==> config.mk <==
export PLATFORM = sky130hd
export DESIGN_NAME = alu_arbiter
export DESIGN_NICKNAME = d
export VERILOG_FILES = /design/src/rtl/alu_arbiter.sv
export SDC_FILE = /design/constraint.sdc
export NUM_CORES = 1
export LEC_CHECK = 0
export ABC_AREA = 1
export CAP_MARGIN = 20
export CELL_PAD_IN_SITES_DETAIL_PLACEMENT = 1
export CELL_PAD_IN_SITES_GLOBAL_PLACEMENT = 1
export CORE_MARGIN = 2
export CORE_UTILIZATION = 26
export CTS_CLUSTER_SIZE = 12
export DETAILED_ROUTE_END_ITERATION = 10
export DONT_BUFFER_PORTS = 1
export PLACE_DENSITY_LB_ADDON = 0.12
export SETUP_SLACK_MARGIN = 0.15
export SLEW_MARGIN = 20
export SYNTH_ARGS = -nofsm -noshare
export SYNTH_HDL_FRONTEND = slang
export SYNTH_SLANG_ARGS = --single-unit
==> constraint.sdc <==
create_clock -name clk -period 3.46 [get_ports clk]
set_input_delay 0.692 -clock clk [delete_from_list [all_inputs] [get_ports clk]]
set_output_delay 0.692 -clock clk [all_outputs]
set_load 0.02 [all_outputs]
==> src/rtl/alu_arbiter.sv <==
// Shares one combinational ALU between two requesters; ALU_ARBITER_RR_EN selects round-robin arbitration.
// Response arrives 2 cycles after accept (1+MULT_CYCLES for MULT); new requests wait until the response is taken.
module alu_arbiter #(
    parameter int unsigned MULT_CYCLES = 2
) (
    input  logic        clk,
    input  logic        reset,
    input  logic [1:0]  req_valid,
    output logic [1:0]  req_ready,
    input  logic [31:0] req_a0,
    input  logic [31:0] req_b0,
    input  logic [31:0] req_a1,
    input  logic [31:0] req_b1,
    input  logic [3:0]  req_op0,
    input  logic [3:0]  req_op1,
    input  logic        req_skip0,
    input  logic        req_skip1,
    output logic [31:0] alu_a,
    output logic [31:0] alu_b,
    output logic [3:0]  alu_opcode,
    output logic        alu_skip,
    input  logic [31:0] alu_y,
    input  logic        alu_bga,
    input  logic        alu_bea,
    output logic [1:0]  rsp_valid,
    input  logic [1:0]  rsp_ready,
    output logic [31:0] rsp_y,
    output logic        rsp_bga,
    output logic        rsp_bea,
    output logic        busy
);
    localparam logic [1:0] S_IDLE = 2'd0;
    localparam logic [1:0] S_EXEC = 2'd1;
    localparam logic [1:0] S_RESP = 2'd2;
    localparam logic [3:0] OP_MULT = 4'b0111;

    logic [1:0]  r_state;
    logic [3:0]  r_cnt;
    logic [31:0] r_a;
    logic [31:0] r_b;
    logic [3:0]  r_op;
    logic        r_skip;
    logic        r_id;
    logic [31:0] r_rsp_y;
    logic        r_rsp_bga;
    logic        r_rsp_bea;

    logic        w_accept;
    logic        w_win;
    logic [31:0] w_sel_a;
    logic [31:0] w_sel_b;
    logic [3:0]  w_sel_op;
    logic        w_sel_skip;
    logic        w_rsp_take;

`ifdef ALU_ARBITER_RR_EN
    // r_prio names the requester that wins the next contention.
    logic r_prio;

    assign w_win = (&req_valid) ? r_prio : req_valid[1];

    always_ff @(posedge clk) begin
        if (reset) begin
            r_prio <= 1'b0;
        end else if (w_accept) begin
            r_prio <= ~w_win;
        end
    end
`else
    assign w_win = ~req_valid[0];
`endif

    assign w_accept   = (r_state == S_IDLE) && (|req_valid);
    assign w_sel_a    = w_win ? req_a1    : req_a0;
    assign w_sel_b    = w_win ? req_b1    : req_b0;
    assign w_sel_op   = w_win ? req_op1   : req_op0;
    assign w_sel_skip = w_win ? req_skip1 : req_skip0;
    assign w_rsp_take = rsp_ready[r_id];

    always_ff @(posedge clk) begin
        if (reset) begin
            r_state   <= S_IDLE;
            r_cnt     <= 4'd0;
            r_a       <= 32'd0;
            r_b       <= 32'd0;
            r_op      <= 4'd0;
            r_skip    <= 1'b0;
            r_id      <= 1'b0;
            r_rsp_y   <= 32'd0;
            r_rsp_bga <= 1'b0;
            r_rsp_bea <= 1'b0;
        end else begin
            case (r_state)
                S_IDLE: begin
                    if (w_accept) begin
                        r_a     <= w_sel_a;
                        r_b     <= w_sel_b;
                        r_op    <= w_sel_op;
                        r_skip  <= w_sel_skip;
                        r_id    <= w_win;
                        r_cnt   <= (w_sel_op == OP_MULT && !w_sel_skip) ? 4'(MULT_CYCLES - 1) : 4'd0;
                        r_state <= S_EXEC;
                    end
                end
                S_EXEC: begin
                    if (r_cnt == 4'd0) begin
                        r_rsp_y   <= alu_y;
                        r_rsp_bga <= alu_bga;
                        r_rsp_bea <= alu_bea;
                        r_state   <= S_RESP;
                    end else begin
                        r_cnt <= r_cnt - 4'd1;
                    end
                end
                S_RESP: begin
                    if (w_rsp_take) begin
                        r_state <= S_IDLE;
                    end
                end
                default: r_state <= S_IDLE;
            endcase
        end
    end

    assign req_ready  = w_accept ? (w_win ? 2'b10 : 2'b01) : 2'b00;
    // ALU sees only latched operands, and only while executing.
    assign alu_a      = (r_state == S_EXEC) ? r_a    : 32'd0;
    assign alu_b      = (r_state == S_EXEC) ? r_b    : 32'd0;
    assign alu_opcode = (r_state == S_EXEC) ? r_op   : 4'd0;
    assign alu_skip   = (r_state == S_EXEC) ? r_skip : 1'b0;
    assign rsp_valid  = (r_state == S_RESP) ? (r_id ? 2'b10 : 2'b01) : 2'b00;
    assign rsp_y      = r_rsp_y;
    assign rsp_bga    = r_rsp_bga;
    assign rsp_bea    = r_rsp_bea;
    assign busy       = (r_state != S_IDLE);
endmodule

Word-level counts from Yosys, hierarchy flattened
Index checks and enable logic that the tools add are counted.
{"block": "totals", "input_bits": 178, "out_inout_bits": 108, "word_cells": 54, "regBits": 110}
{"block": "classes", "reduce_logical": 12, "muxes": 22, "eq_ne": 7, "order_cmp": 1, "n_bitwise": 1, "add_sub_neg": 1}
{"op": "$mux 32", "count": 4}
{"op": "$mux 4", "count": 4}
{"op": "$mux 2", "count": 7}
{"op": "$ne 2x2->1 const B", "count": 4}
{"op": "$pmux 4 s2", "count": 1}
{"op": "$pmux 2 s3", "count": 1}
{"op": "$reduce_and 3->1", "count": 2}
{"op": "$mux 1", "count": 5}
{"op": "$eq 4x3->1 const B", "count": 1}
{"op": "$logic_not 4->1", "count": 1}
{"op": "$reduce_and 2->1", "count": 2}
{"op": "$reduce_bool 2->1", "count": 2}
{"op": "$sub 4x1->4 const B", "count": 1}
{"op": "$eq 2x1->1 const B", "count": 1}
{"op": "$eq 2x2->1 const B", "count": 1}
{"op": "$logic_and 1x1->1", "count": 2}
{"op": "$logic_not 2->1", "count": 1}
{"op": "$lt 1x2->1 const B", "count": 1}
{"op": "$reduce_or 2->1", "count": 1}
{"op": "$logic_not 1->1", "count": 1}
{"op": "$not 1->1", "count": 1}

Depth between registers and ports, before layout
Gate-level depths: netlist (run 1).
{"block": "depth", "word_depth": 6, "ltp_mapped": 9, "ltp_nobuf": 9}

Least setup slack after synthesis (run 1)
Ideal clock, no wire load.
{"block": "synth_timing", "kind": "input-to-output", "from": "input port req_valid[1]", "to": "output port req_ready[1]", "path_slack_ns": 1.512, "t_required_ns": 2.768, "arrival_ns": 1.256, "path_stages": 5, "n_path_buf": 1, "path_cell_list": "nor2_2 > nor2_8 > nand2_2 > inv_2 > buf_4"}
{"block": "synth_via", "elab_chain_cells": 3}
{"element": "start, declared", "line": "8", "source": "input logic [1:0] req_valid,"}
{"element": "$reduce_or 2->1", "line": "73", "source": "assign w_accept = (r_state == S_IDLE) && (|req_valid);"}
{"element": "$logic_and 1x1->1", "line": "73"}
{"element": "$mux 2", "line": "125", "source": "assign req_ready = w_accept ? (w_win ? 2'b10 : 2'b01) : 2'b00;"}
{"element": "end, declared", "line": "9", "source": "output logic [1:0] req_ready,"}
Every way passes these cells.

Worst setup path in the final report (run 1)
{"block": "layout_timing", "from": "register r_state[1]", "to": "output port alu_a[27]"}
{"block": "layout_via", "elab_chain_cells": 2}
{"element": "start, declared", "line": "37", "source": "logic [1:0] r_state;"}
{"element": "start signal, assigned", "line": "82", "source": "r_state <= S_IDLE;"}
{"element": "start signal, assigned", "line": "102", "source": "r_state <= S_EXEC;"}
{"element": "start signal, assigned", "line": "110", "source": "r_state <= S_RESP;"}
{"element": "$eq 2x1->1", "line": "127", "source": "assign alu_a = (r_state == S_EXEC) ? r_a : 32'd0;"}
{"element": "$mux 32", "line": "127"}
{"element": "end, declared", "line": "18", "source": "output logic [31:0] alu_a,"}
Every way passes these cells.

==> flow_metrics.tcl, run 1 <==
set metrics [dict create \
    status "finished, final reports clean" \
    post_synth_main_area_contributors "sky130_fd_sc_hd__dfxtp_1 41%, sky130_fd_sc_hd__nand2_1 16%, sky130_fd_sc_hd__nor2_1 11%, sky130_fd_sc_hd__nand3_1 8.0%, sky130_fd_sc_hd__inv_1 5.8%" \
    worstReg2RegEnd "rsp_y[1]" \
    startpoint_type "register" \
    timing_worst_slew_pin_value_ns 1.04 \
    postSynth.asyncResetShare_pct 0 \
    synth_top_flop_cell "sky130_fd_sc_hd__dfxtp_1" \
    post_synth_inst_count 821 \
    timing.reg2reg.worst_path_depth 6 \
    timing.critical_path.to_type "output port" \
    rrSetupSlack_ns 1.16 \
    cts.sinks 110 \
    grt_overflow_total 0 \
    synth_top_area_cell "sky130_fd_sc_hd__dfxtp_1" \
    row_count 52 \
    layout.filler_cells 2555 \
    static-leakage-power_nw 2.49 \
    path_delay_family "buffers and inverters" \
    htree_levels 3 \
    postRouteAntennaNets 0 \
    floorplan.initialDensity_pct 26.5 \
    slew_violations 0 \
    post_route_cells_drive_above_1_share_pct 7.45 \
    grt_max_degree 53 \
    finClkSkew_ns 0.0133 \
    ys_warn_count 0 \
    biggest_fanout_along_the_worst_timing_path 52 \
    gp_congestion 0.748 \
    numCtsBuffers 9 \
    hp-class "input port to register" \
    initialDrtViolationCount 168 \
    synth_top_cell_area_share_pct 41.2 \
    p_per_area_nw_per_um2 721 \
    timing.critical_path.required_ns 2.77 \
    cts_hold_repair.buffers 0 \
    setup_viol_count_final 0 \
    drc 0 \
    syn_to_final_growth_pct 8.52 \
    grt_pass1_vias 5217 \
    portion_of_the_post_synthesis_area_used_by_sequential_elements_pct 41.2 \
    tritoncts "done" \
    clk-insertion-delay-late_ns 0.36 \
    critical_path.cell_chain "nor2_4 > inv_2 > buf_4 > nor2_1" \
    maxClockFrequency_mhz 351 \
    worst_setup_hold_path_clk_slew_ns 0.08 \
    first_pass_grt_wire_length_um 27300 \
    worst_slew_margin_rel_pct 30.5 \
    crit-reg2reg-launch "r_state[1]" \
    post-layout-total-power_mw 4.18 \
    finalSetupTns_ns 0 \
    die_footprint_um2 21700 \
    unrepaired_setup_endpoints_after_global_routing "false" \
    worst_path_largest_cell_delay_ns 0.75 \
    cts_buffer_depth 2 \
    dieHeight_um 147 \
    dr_total_vias 4914 \
    mappedNetlistNets 1001 \
    synth.avg_cell_area_um2 6.51 \
    core_um2 20200 \
    layout.area.seq_um2 2200 \
    insertedDiodeCount 0 \
    cts_setup_buffers 0 \
    critPathArrivalTime_ns 2.16 \
    clock-root-buffer "sky130_fd_sc_hd__clkbuf_16" \
    post-synth-top-count-cell "sky130_fd_sc_hd__nand2_1" \
    hold_viol_final 0 \
    via_per_inst 4.63 \
    whs_path_depth 1 \
    vdd.ir_drop.worst_v 0.000287 \
    global_route.usage.total_pct 15.7 \
    number_of_buffer_cells_added_on_primary_ports 0 \
    type_of_the_worst_setup_path "register to output port" \
    ioPinCount 286 \
    detail_route.wl_per_cell_um 16.3 \
    drt-pass1-iter-count 4 \
    hold_path.startpoint "reset" \
    ys_top_cells_by_count "223 x sky130_fd_sc_hd__nand2_1, 153 x sky130_fd_sc_hd__nor2_1, 110 x sky130_fd_sc_hd__dfxtp_1" \
    synth-edff-count 0 \
    post-route-period-util_pct 82.4 \
    min_to "r_b[9]" \
    area_of_combinational_cells_with_multiple_inputs_um2 2540 \
    timing.critical_path.buf_inv 2 \
    place_hpwl_um 12500 \
    ys_ff_latch 110 \
    floorplan.die.width_um 147 \
    routed_wirelength_um 17300 \
    post-route-min-period_ns 2.85 \
    timing.critical_path.slowest_stage_cell "sky130_fd_sc_hd__inv_2" \
    synth.lib_cells_used.distinct 24 \
    synthesis.area_um2 5340 \
    cts.repair.resized 0 \
    antenna_found_initial 0 \
    max-cap-violations 0 \
    nets 967 \
]
[cells in the final DEF, fill, tap and decap left out, drive strengths merged]
cell	count
inv	92
o22ai	1
nand2	235
clkbuf	9
nand3	85
dfxtp	110
nor3	1
ha	2
nor2	159
buf	7
a211oi	3
a21oi	39
clkinv	1
o21ai	46
bufinv	2
[cell type report]
| cell class | instances | area share (%) |
|---|---|---|
| Clock buffer | 9 | 3.88 |
| Sequential cell | 110 | 38.0 |
| Multi-Input combinational cell | 571 | 43.8 |
| Timing Repair Buffer | 7 | 0.906 |
| Clock inverter | 7 | 1.92 |
| Inverter | 88 | 5.70 |
| Tap cell | 270 | 5.83 |
[layer usage]
layer	routed length, um	up-vias	track usage, %	part of all wire (%)
li1	-	2452	-	-
met1	7260	2269	18.6	42
met2	8140	172	26.4	47
met3	1490	21	5.43	8.6
met4	379	0	5.77	2.2
met5	0	-	0	0
[flip-flops by register name, summed over array words and instances (netlist names)]
name     flops
r_a         32
r_b         32
rsp_y       32
r_cnt        4
r_op         4
r_state      2
r_id         1
r_skip       1
rsp_bea      1
rsp_bga      1
[metrics by stage]
stage                     util [%]  cells  hold WS [ns]  cell area, um2  setup slack, ns
after detailed placement      27.1   1046         0.450            5460            0.924
after floorplan                  -    821         0.429            5340             1.51
after global routing          28.7   1062         0.402            5800            0.409
after global placement        27.1   1046         0.447            5460            0.989
after CTS                     28.7   1062         0.395            5800            0.526
final                         28.7   1062         0.429            5800            0.609
[worst reg2reg max path: stages, from the launching register on]
cell and delay [ns]:
sky130_fd_sc_hd__dfxtp_1 0.42, sky130_fd_sc_hd__nor2_4 0.07, sky130_fd_sc_hd__inv_2 0.75, sky130_fd_sc_hd__nor2_8 0.21, sky130_fd_sc_hd__inv_2 0.55, sky130_fd_sc_hd__nor2_1 0.13
sky130_fd_sc_hd__nor2_1 0.12
[power by group]
group          internal [mW]  switching, mW
clock network          0.656          0.536
logic                  0.296          0.840
registers               1.54          0.312
total                   2.50           1.69
[logic make-up after synthesis]
family,synth area share (%)
AO/OA/AOI/OAI,9.27
flip-flops,41.2
AND/OR/NAND/NOR,37.6
adder cells (fa/ha/maj),0.468
buffers and inverters,11.4
[how the worst max path moves through the flow]
stage	start	end	depth (start not counted)
after floorplan	req_valid[1]	req_ready[1]	5
after global placement	r_state[0]	alu_b[4]	5
after detailed placement	r_state[1]	alu_a[27]	4
after CTS	r_state[1]	alu_a[27]	4
after global routing	r_state[1]	alu_b[0]	4
final	r_state[1]	alu_a[27]	4
No activity file was read; power rests on OpenSTA's default activity.
==> run 2, diff against run 1 <==
==> constraint.sdc (replaced) <==
create_clock -name clk -period 2.5 [get_ports clk]
set_input_delay 0.5 -clock clk [delete_from_list [all_inputs] [get_ports clk]]
set_output_delay 0.5 -clock clk [all_outputs]
set_load 0.02 [all_outputs]
==> flow_metrics.tcl, run 2 (same netlist as run 1, synthesis figures left out) <==
set metrics [dict create \
    status "finished, final reports clean" \
    use_met3_pct 4.78 \
    timing_worst_slew_pin_value_ns 0.641 \
    unrepaired_setup_endpoints_after_global_routing "false" \
    clk-insertion-delay-late_ns 0.36 \
    cts_hold_repair.buffers 0 \
    dr_total_vias 4987 \
    htree_levels 3 \
    nets 977 \
    grt_use_met1_pct 19.4 \
    layout_commonest_cell "sky130_fd_sc_hd__nand2_1" \
    post-route-period-util_pct 85.7 \
    setup_viol_count_final 0 \
    post_route_cells_drive_above_1_share_pct 8.85 \
    first_pass_grt_wire_length_um 27400 \
    tritoncts "done" \
    groute.layer.met2.usage_pct 26.8 \
    biggest_fanout_along_the_worst_timing_path 20 \
    initialDrtViolationCount 158 \
    grt_pass1_vias 5160 \
    slew_violations 0 \
    syn_to_final_growth_pct 10.3 \
    number_of_buffer_cells_added_on_primary_ports 0 \
    via_per_inst 4.65 \
    dieHeight_um 147 \
    antenna_found_initial 0 \
    postRouteAntennaNets 0 \
    timing.critical_path.slowest_stage_cell "sky130_fd_sc_hd__dfxtp_1" \
    timing.critical_path.buf_inv 3 \
    max-cap-violations 0 \
    area_of_combinational_cells_with_multiple_inputs_um2 2540 \
    fin_hold_ws_ns 0.225 \
    finalSetupTns_ns 0 \
    timing.critical_path.required_ns 2.00 \
    gp_congestion 0.758 \
    static-leakage-power_nw 2.54 \
    layout.filler_cells 2576 \
    hp-class "input port to register" \
    worst_slew_margin_rel_pct 57.2 \
    row_count 52 \
    die_footprint_um2 21700 \
    routed_wirelength_um 17500 \
    insertedDiodeCount 0 \
    clock-root-buffer "sky130_fd_sc_hd__clkbuf_16" \
    startpoint_type "register" \
    drt-pass1-iter-count 4 \
    numCtsBuffers 9 \
    finClkSkew_ns 0.0139 \
    global_route.usage.total_pct 15.9 \
    critical_path.cell_chain "inv_2 > nor2_4 > inv_4 > buf_4 > nor2_1" \
    drc 0 \
    cts_buffer_depth 2 \
    hold_viol_final 0 \
    critPathArrivalTime_ns 1.64 \
    grt_max_degree 71 \
    final_cell_mix "223 x sky130_fd_sc_hd__nand2_1, 151 x sky130_fd_sc_hd__nor2_1, 110 x sky130_fd_sc_hd__dfxtp_1, 85 x sky130_fd_sc_hd__nand3_1, 81 x sky130_fd_sc_hd__inv_1" \
    floorplan.initialDensity_pct 26.5 \
    busiest_layer "met2" \
    core_um2 20200 \
    maxClockFrequency_mhz 467 \
    worst_path_largest_cell_delay_ns 0.37 \
    timing.critical_path.to_type "output port" \
    worst_setup_hold_path_clk_slew_ns 0.08 \
    post-route-min-period_ns 2.14 \
    vdd.ir_drop.worst_v 0.000433 \
    cts.sinks 110 \
    floorplan.die.width_um 147 \
    type_of_the_worst_setup_path "register to output port" \
    path_delay_family "simple AND/OR/NAND/NOR gates" \
    grt_overflow_total 0 \
    p_per_area_nw_per_um2 982 \
    place_hpwl_um 12800 \
    layout.area.seq_um2 2200 \
    detail_route.wl_per_cell_um 16.3 \
    rrSetupSlack_ns 0.46 \
    ioPinCount 286 \
]
run 2: layout make-up:
type                       instances  area share [%]
tap                              270            5.73
timing repair buffer              17            2.59
multi-input combinational        571            43.2
clock inverter                     7            1.70
clock buffer                       9            3.82
inverter                          88            5.65
sequential                       110            37.4
run 2: final timing paths:
kind	from	to	cells after the start
max	r_state[0]	alu_a[9]	5
min	reset	r_state[1]	1
max reg2reg	r_state[0]	rsp_y[9]	8
min reg2reg	r_b[10]	r_b[10]	2
run 2: report_power, final:
group          total, mW  switching, mW  internal [mW]
combinational       1.64           1.18          0.457
sequential          2.57          0.435           2.14
clock               1.58          0.764          0.813
run 2: per-stage QoR:
stage                     setup slack, ns  instance area (um2)  power [mW]  cells  util [%]
after floorplan                     0.777                 5340        3.89    821         -
after global placement              0.487                 5560        4.22   1056      27.6
after detailed placement            0.364                 5560        4.29   1056      27.6
after CTS                           0.217                 5890        5.90   1072      29.2
after global routing                0.225                 5890        6.22   1072      29.2
final                               0.357                 5890        5.79   1072      29.2
run 2: what timing repair did:
item / 4_1_cts / 5_1_grt
hold endpoints to repair: 0 / 0
buffers inserted: 0 / 0
gates resized for setup: 0 / 4
setup endpoints to repair: 0 / 4
run 2: worst register-to-register path: stages, from the launching register on:
cell	delay, ns
sky130_fd_sc_hd__dfxtp_1	0.37
sky130_fd_sc_hd__inv_2	0.08
sky130_fd_sc_hd__nor2_4	0.13
sky130_fd_sc_hd__inv_4	0.12
sky130_fd_sc_hd__buf_4	0.22
sky130_fd_sc_hd__nor2_8	0.35
sky130_fd_sc_hd__inv_2	0.38
sky130_fd_sc_hd__nor2_1	0.23
sky130_fd_sc_hd__nor2_1	0.07
run 2: per-layer routing:
| metal | part of all wire [%] | vias to the layer above | wire length, um |
|---|---|---|---|
| met3 | 7.8 | 17 | 1360 |
| li1 | - | 2476 | - |
| met1 | 44 | 2321 | 7620 |
| met2 | 47 | 173 | 8250 |
| met5 | 0 | - | 0 |
| met4 | 1.6 | 0 | 280 |
